==> src/rtl/uart_rx_if.sv <==
// Bus between the UART receiver and the CPU load path: serial line in,
// pop/clear strobes in, head byte and status flags out.
interface uart_rx_if;
    logic       uart_rx;
    logic       uart_rd_i;
    logic       uart_clr_i;
    logic [7:0] uart_dat_o;
    logic       uart_valid_o;
    logic       uart_full_o;
    logic       uart_ovf_o;
    logic       uart_ferr_o;

    modport slave (
        input  uart_rx, uart_rd_i, uart_clr_i,
        output uart_dat_o, uart_valid_o, uart_full_o, uart_ovf_o, uart_ferr_o
    );

    modport master (
        output uart_rx, uart_rd_i, uart_clr_i,
        input  uart_dat_o, uart_valid_o, uart_full_o, uart_ovf_o, uart_ferr_o
    );
endinterface

==> src/rtl/uart_rx.sv <==
// 8N1 serial receiver feeding a small show-ahead FIFO read by CPU loads.
// Sticky overflow and framing-error flags are cleared by a clear strobe.
module uart_rx #(
    parameter int CLK_HZ     = 100_000_000,
    parameter int BAUD       = 115200,
    parameter int FIFO_DEPTH = 4
) (
    input  logic       sys_clk_i,
    input  logic       sys_rstn_i,
    uart_rx_if.slave   bus
);
    localparam int CLKS_PER_BIT = CLK_HZ / BAUD;
    localparam int CNT_W        = $clog2(CLKS_PER_BIT);
    localparam int PTR_W        = $clog2(FIFO_DEPTH);
    localparam int CNTF_W       = PTR_W + 1;

    localparam logic [CNT_W-1:0]  BIT_LAST = CNT_W'(CLKS_PER_BIT - 1);
    localparam logic [CNT_W-1:0]  BIT_HALF = CNT_W'(CLKS_PER_BIT / 2 - 1);
    localparam logic [CNTF_W-1:0] DEPTH_C  = CNTF_W'(FIFO_DEPTH);

    typedef enum logic [1:0] {IDLE, START, DATA, STOP} state_t;

    state_t            state;
    logic [CNT_W-1:0]  clk_cnt;
    logic [2:0]        bit_cnt;
    logic [7:0]        shift;
    logic [1:0]        sync_q;
    logic              rx_prev;
    logic              rx_s;
    logic              fall;

    logic [7:0]        mem [FIFO_DEPTH];
    logic [PTR_W-1:0]  wr_ptr;
    logic [PTR_W-1:0]  rd_ptr;
    logic [CNTF_W-1:0] count;
    logic              ovf_q;
    logic              ferr_q;

    logic data_sample;
    logic stop_sample;
    logic push;
    logic frame_err;
    logic empty;
    logic full;
    logic pop;
    logic wr_ok;

    // Two-flop synchronizer; rx_prev gives the previous synchronized level for edge detection.
    always_ff @(posedge sys_clk_i or negedge sys_rstn_i) begin
        if (!sys_rstn_i) begin
            sync_q  <= 2'b11;
            rx_prev <= 1'b1;
        end else begin
            sync_q  <= {sync_q[0], bus.uart_rx};
            rx_prev <= sync_q[1];
        end
    end

    assign rx_s = sync_q[1];
    assign fall = rx_prev & ~rx_s;

    always_ff @(posedge sys_clk_i or negedge sys_rstn_i) begin
        if (!sys_rstn_i) begin
            state   <= IDLE;
            clk_cnt <= '0;
            bit_cnt <= '0;
        end else begin
            case (state)
                IDLE: begin
                    if (fall) begin
                        clk_cnt <= '0;
                        state   <= START;
                    end
                end
                START: begin
                    if (clk_cnt == BIT_HALF) begin
                        if (rx_s) begin
                            state <= IDLE;
                        end else begin
                            clk_cnt <= '0;
                            bit_cnt <= '0;
                            state   <= DATA;
                        end
                    end else begin
                        clk_cnt <= clk_cnt + 1'b1;
                    end
                end
                DATA: begin
                    if (clk_cnt == BIT_LAST) begin
                        clk_cnt <= '0;
                        if (bit_cnt == 3'd7) state <= STOP;
                        else                 bit_cnt <= bit_cnt + 1'b1;
                    end else begin
                        clk_cnt <= clk_cnt + 1'b1;
                    end
                end
                STOP: begin
                    if (clk_cnt == BIT_LAST) begin
                        clk_cnt <= '0;
                        state   <= IDLE;
                    end else begin
                        clk_cnt <= clk_cnt + 1'b1;
                    end
                end
                default: state <= IDLE;
            endcase
        end
    end

    assign data_sample = (state == DATA) && (clk_cnt == BIT_LAST);
    assign stop_sample = (state == STOP) && (clk_cnt == BIT_LAST);
    assign push        = stop_sample & rx_s;
    assign frame_err   = stop_sample & ~rx_s;

    always_ff @(posedge sys_clk_i) begin
        if (data_sample) shift[bit_cnt] <= rx_s;
    end

    // FIFO: a pop frees the slot the push lands in, so push+pop while full is legal.
    assign empty = (count == '0);
    assign full  = (count == DEPTH_C);
    assign pop   = bus.uart_rd_i & ~empty;
    assign wr_ok = push & (~full | pop);

    always_ff @(posedge sys_clk_i) begin
        if (wr_ok) mem[wr_ptr] <= shift;
    end

    always_ff @(posedge sys_clk_i or negedge sys_rstn_i) begin
        if (!sys_rstn_i) begin
            wr_ptr <= '0;
            rd_ptr <= '0;
            count  <= '0;
            ovf_q  <= 1'b0;
            ferr_q <= 1'b0;
        end else begin
            if (wr_ok) wr_ptr <= wr_ptr + 1'b1;
            if (pop)   rd_ptr <= rd_ptr + 1'b1;
            if (wr_ok && !pop)      count <= count + 1'b1;
            else if (!wr_ok && pop) count <= count - 1'b1;

            if (push && full && !pop) ovf_q <= 1'b1;
            else if (bus.uart_clr_i)  ovf_q <= 1'b0;

            if (frame_err)            ferr_q <= 1'b1;
            else if (bus.uart_clr_i)  ferr_q <= 1'b0;
        end
    end

    assign bus.uart_dat_o   = empty ? 8'h00 : mem[rd_ptr];
    assign bus.uart_valid_o = ~empty;
    assign bus.uart_full_o  = full;
    assign bus.uart_ovf_o   = ovf_q;
    assign bus.uart_ferr_o  = ferr_q;
endmodule

==> src/flat_wrapper.sv <==
// flat-port wrapper written by rule: the top's interface ports become plain ports
module uart_rx_flat 
#(
    parameter int CLK_HZ     = 100_000_000,
    parameter int BAUD       = 115200,
    parameter int FIFO_DEPTH = 4
)
  (sys_clk_i, sys_rstn_i, bus_uart_rx, bus_uart_rd_i, bus_uart_clr_i, bus_uart_dat_o, bus_uart_valid_o, bus_uart_full_o, bus_uart_ovf_o, bus_uart_ferr_o);
  uart_rx_if bus_i ();
  input  logic sys_clk_i;
  input  logic sys_rstn_i;
  input wire logic [$bits(bus_i.uart_rx)-1:0] bus_uart_rx;
  input wire logic [$bits(bus_i.uart_rd_i)-1:0] bus_uart_rd_i;
  input wire logic [$bits(bus_i.uart_clr_i)-1:0] bus_uart_clr_i;
  output wire logic [$bits(bus_i.uart_dat_o)-1:0] bus_uart_dat_o;
  output wire logic [$bits(bus_i.uart_valid_o)-1:0] bus_uart_valid_o;
  output wire logic [$bits(bus_i.uart_full_o)-1:0] bus_uart_full_o;
  output wire logic [$bits(bus_i.uart_ovf_o)-1:0] bus_uart_ovf_o;
  output wire logic [$bits(bus_i.uart_ferr_o)-1:0] bus_uart_ferr_o;
  assign bus_i.uart_rx = bus_uart_rx;
  assign bus_i.uart_rd_i = bus_uart_rd_i;
  assign bus_i.uart_clr_i = bus_uart_clr_i;
  assign bus_uart_dat_o = bus_i.uart_dat_o;
  assign bus_uart_valid_o = bus_i.uart_valid_o;
  assign bus_uart_full_o = bus_i.uart_full_o;
  assign bus_uart_ovf_o = bus_i.uart_ovf_o;
  assign bus_uart_ferr_o = bus_i.uart_ferr_o;
  uart_rx #(.CLK_HZ(CLK_HZ), .BAUD(BAUD), .FIFO_DEPTH(FIFO_DEPTH)) u_core (.sys_clk_i(sys_clk_i), .sys_rstn_i(sys_rstn_i), .bus(bus_i));
endmodule
==> config.mk <==
export PLATFORM = sky130hd
export DESIGN_NAME = uart_rx_flat
export DESIGN_NICKNAME = d
export VERILOG_FILES = /design/src/rtl/uart_rx_if.sv /design/src/rtl/uart_rx.sv /design/src/flat_wrapper.sv
export SDC_FILE = /design/constraint.sdc
export NUM_CORES = 1
export LEC_CHECK = 0
export BUFFER_PORTS_ARGS = -buffer_cell sky130_fd_sc_hd__buf_2
export CAP_MARGIN = 20
export CORE_MARGIN = 8
export CORE_UTILIZATION = 40
export DETAILED_ROUTE_END_ITERATION = 6
export SETUP_SLACK_MARGIN = 0.05
export SYNTH_ARGS = -nofsm -noshare
export SYNTH_HDL_FRONTEND = slang
export SYNTH_SLANG_ARGS = --single-unit
==> constraint.sdc <==
create_clock -name sys_clk_i -period 3.38 [get_ports sys_clk_i]
set_input_delay 0.676 -clock sys_clk_i [delete_from_list [all_inputs] [get_ports sys_clk_i]]
set_output_delay 0.676 -clock sys_clk_i [all_outputs]
set_load 0.01 [all_outputs]
==> results.ini <==
[timing]
hold_violations=0
drv_slew=0
setup_tns_ps=0
fin_crit_sh_pct=91.3
rsz0062_at_grt=no
setup_viol=0
slew_headroom_pct=58.8
holdWs_ps=343
max_freq_ghz=0.324
tightest_slew_ps=618
period_minus_slack_ps=3090
finalWorstSetupSlack_ps=294
finClkSkew_ps=9.35

[place]
port_buffers=16
placed_cells=334
placed_area_um2=3270
place.gp.congestion=0.759
pre_cts_slack_ps=297
dp.final_hpwl_um=3570

[clock_network]
ctsLongestPathBuffers=2
post-cts-setup-buffer-count=0
holdBufCountCts=0
numCtsBuffers=9
clock_sinks=67
ctsResizeCount=0
cts_tree=yes
h-tree-depth=3
path_clk_slew_ps=80
clock_latency_ps=340
cts-root-buf=clkbuf_8

[floorplanning]
die_w_um=104
ios=17
die_h_um=104
core_area_um2=7610
floorplan.initialDensity_pct=40.7
num_rows=32
die-area_um2=10800

[yosys]
syn_nets=243
ys.flop_type=edfxtp_1
synth-edff-count=40
yosysTopAreaCellShare_pct=38.8
synth.avg_cell_area_um2=13.8
ys_top_cells_by_area=edfxtp_1 (39%), dfrtp_1 (19%), mux4_2 (5.8%)
synth_cell_types=50
yosys_warnings=0
syn_area_um2=3100
synth_seq_cells=67
async_reset_ff_share_pct=40.3
yosys.area.top_type=edfxtp_1
synthCells=224
yosysSeqAreaShare_pct=60.7

[power_and_ir_drop]
swShare_pct=33.9
cellPowerDensity_nw_per_um2=679
p_leak_nw=1.31
vdd_ir_drop_max_v=0.000252
pwr-share-seq_pct=43.8
p_total_mw=2.34
p_switching_uw=793
power_frac_comb_pct=30.8
internal-power_mw=1.54
clockPowerShare_pct=25.4

[global_routing]
grt_max_degree=28
grt_use_total_pct=10.6
grt_pass1_wl_um=9140
antenna_found_initial=0
grt_pass1_vias=1836
grt_overflow=0

[worst_setup_path]
worstPathMaxFanout=9
path_cells=or3b_4, or4b_4, nor3_4, ha_1, inv_1, fa_1, xor2_1, nor2_1, xor2_1
cp.required_ps=3650
cpMaxStageDelayCell=or4b_4
critical_path_buf_inv_count=1
arrival_ps=3350
crit_type=register to register
cp_common_cell=xor2_1
cpLargestDelayFamily=simple AND/OR/NAND/NOR gates
slowest_delay_ps=580
reg2reg_slack_ps=290
critPathCaptureType=register
worst_setup_path_start_kind=register

[cells_and_area]
final_area_um2=3440
finalNetCount=262
stdcell_count=350
diodes=0
area_growth_pct=11.2
post-route-util_pct=45.2
drive_gt1_share_pct=21.8

[route]
wire_per_inst_um=15.0
wl_met3_um=204
first_pass_iters=4
drt-met1-wl_um=2560
drc=0
top_layer=met4
dr.first_iter.drc_count=79
wirelength_um=5270
ant_nets=0
via_count=1783
wl_met2_um=2420
vias_per_cell=5.09

[outcome]
status=completed

[min_path]
hold_path.class=input pin to asynchronous set/reset pin

[flow_run]
drv_cap=0

-- final cells by class --
class,instances,area (um^2)
sequential,67,1880
timing repair buffer,16,80.1
multi-input combinational,137,1130
clock inverter,7,51.3
tap,102,128
fill,700,4170
clock buffer,9,124
inverter,12,45.0
-- synthesized netlist by cell type (all sizes together), types with 2 or more instances --
cell type and instances:
edfxtp 40, dfrtp 24, and2 13, ha 13, nand2 13, nor2 13, inv 12, mux4 8
nand3 7, a22o 6, nor3 6, nand4 5, xnor2 5, a21o 4, buf 4, clkbuf 4
dfstp 3, nor2b 3, o21ai 3, o221ai 3, o31ai 3, xor2 3, mux2 2, mux2i 2
nand3b 2, nor3b 2, nor4 2, nor4b 2, o21bai 2
-- final timing paths --
check | start | to | cells past startpoint
min reg2reg | u_core.sync_q[0]$_DFF_PN1_ | u_core.sync_q[1]$_DFF_PN1_ | 0
min in group sys_clk_i | u_core.sync_q[0]$_DFF_PN1_ | u_core.sync_q[1]$_DFF_PN1_ | 0
min | sys_rstn_i | u_core.rd_ptr[1]$_DFFE_PN0P_ | 1
max in group asynchronous | sys_rstn_i | u_core.bit_cnt[2]$_DFFE_PN0P_ | 1
max | u_core.clk_cnt[2]$_DFFE_PN0P_ | u_core.count[2]$_DFFE_PN0P_ | 9
max reg2reg | u_core.clk_cnt[2]$_DFFE_PN0P_ | u_core.count[2]$_DFFE_PN0P_ | 9
-- power by group through the flow --
stage          logic, mW  clock network [mW]  registers [mW]
4_1_cts            0.729               0.612            1.03
3_5_place_dp       0.724                   0            1.05
2_1_floorplan      0.602                   0           0.978
3_3_place_gp       0.722                   0            1.05
5_1_grt            0.808               0.648            1.04
6_report           0.720               0.594            1.02
-- layer usage --
metal | vias up | GRT usage, %
met4 | 0 | 4.96
met1 | 877 | 12.9
met3 | 9 | 3.47
met5 | - | 0
li1 | 874 | -
met2 | 23 | 16.7
-- sequential cells by signal (all words and copies together) (netlist names), 2 cells and up, named ones only --
name and flops:
u_core.bit_cnt 3, u_core.clk_cnt 10, u_core.count 3, u_core.mem 32
u_core.rd_ptr 2, u_core.shift 8, u_core.sync_q 2, u_core.wr_ptr 2
-- cells by family after synthesis --
logic type	share of synthesized area, %
AOI/OAI and AO/OA	7.39
xor gates and xnor gates	2.26
adders and majority gates	5.90
buffers and inverters	2.67
DFF	60.7
muxes	7.19
and+or+nand+nor	13.9
-- layout by cell type, fill, tap and decap left out, drive strengths merged, types with 4 or more instances in the layout --
master,instances
nand3,7
xnor2,5
nand2,13
edfxtp,40
ha,13
a22o,6
dfrtp,24
buf,16
nor3,6
mux4,8
clkinv,4
nand4,5
nor2,13
inv,14
a21o,4
clkbuf,9
and2,13
Power figures use the tool's default switching activity.
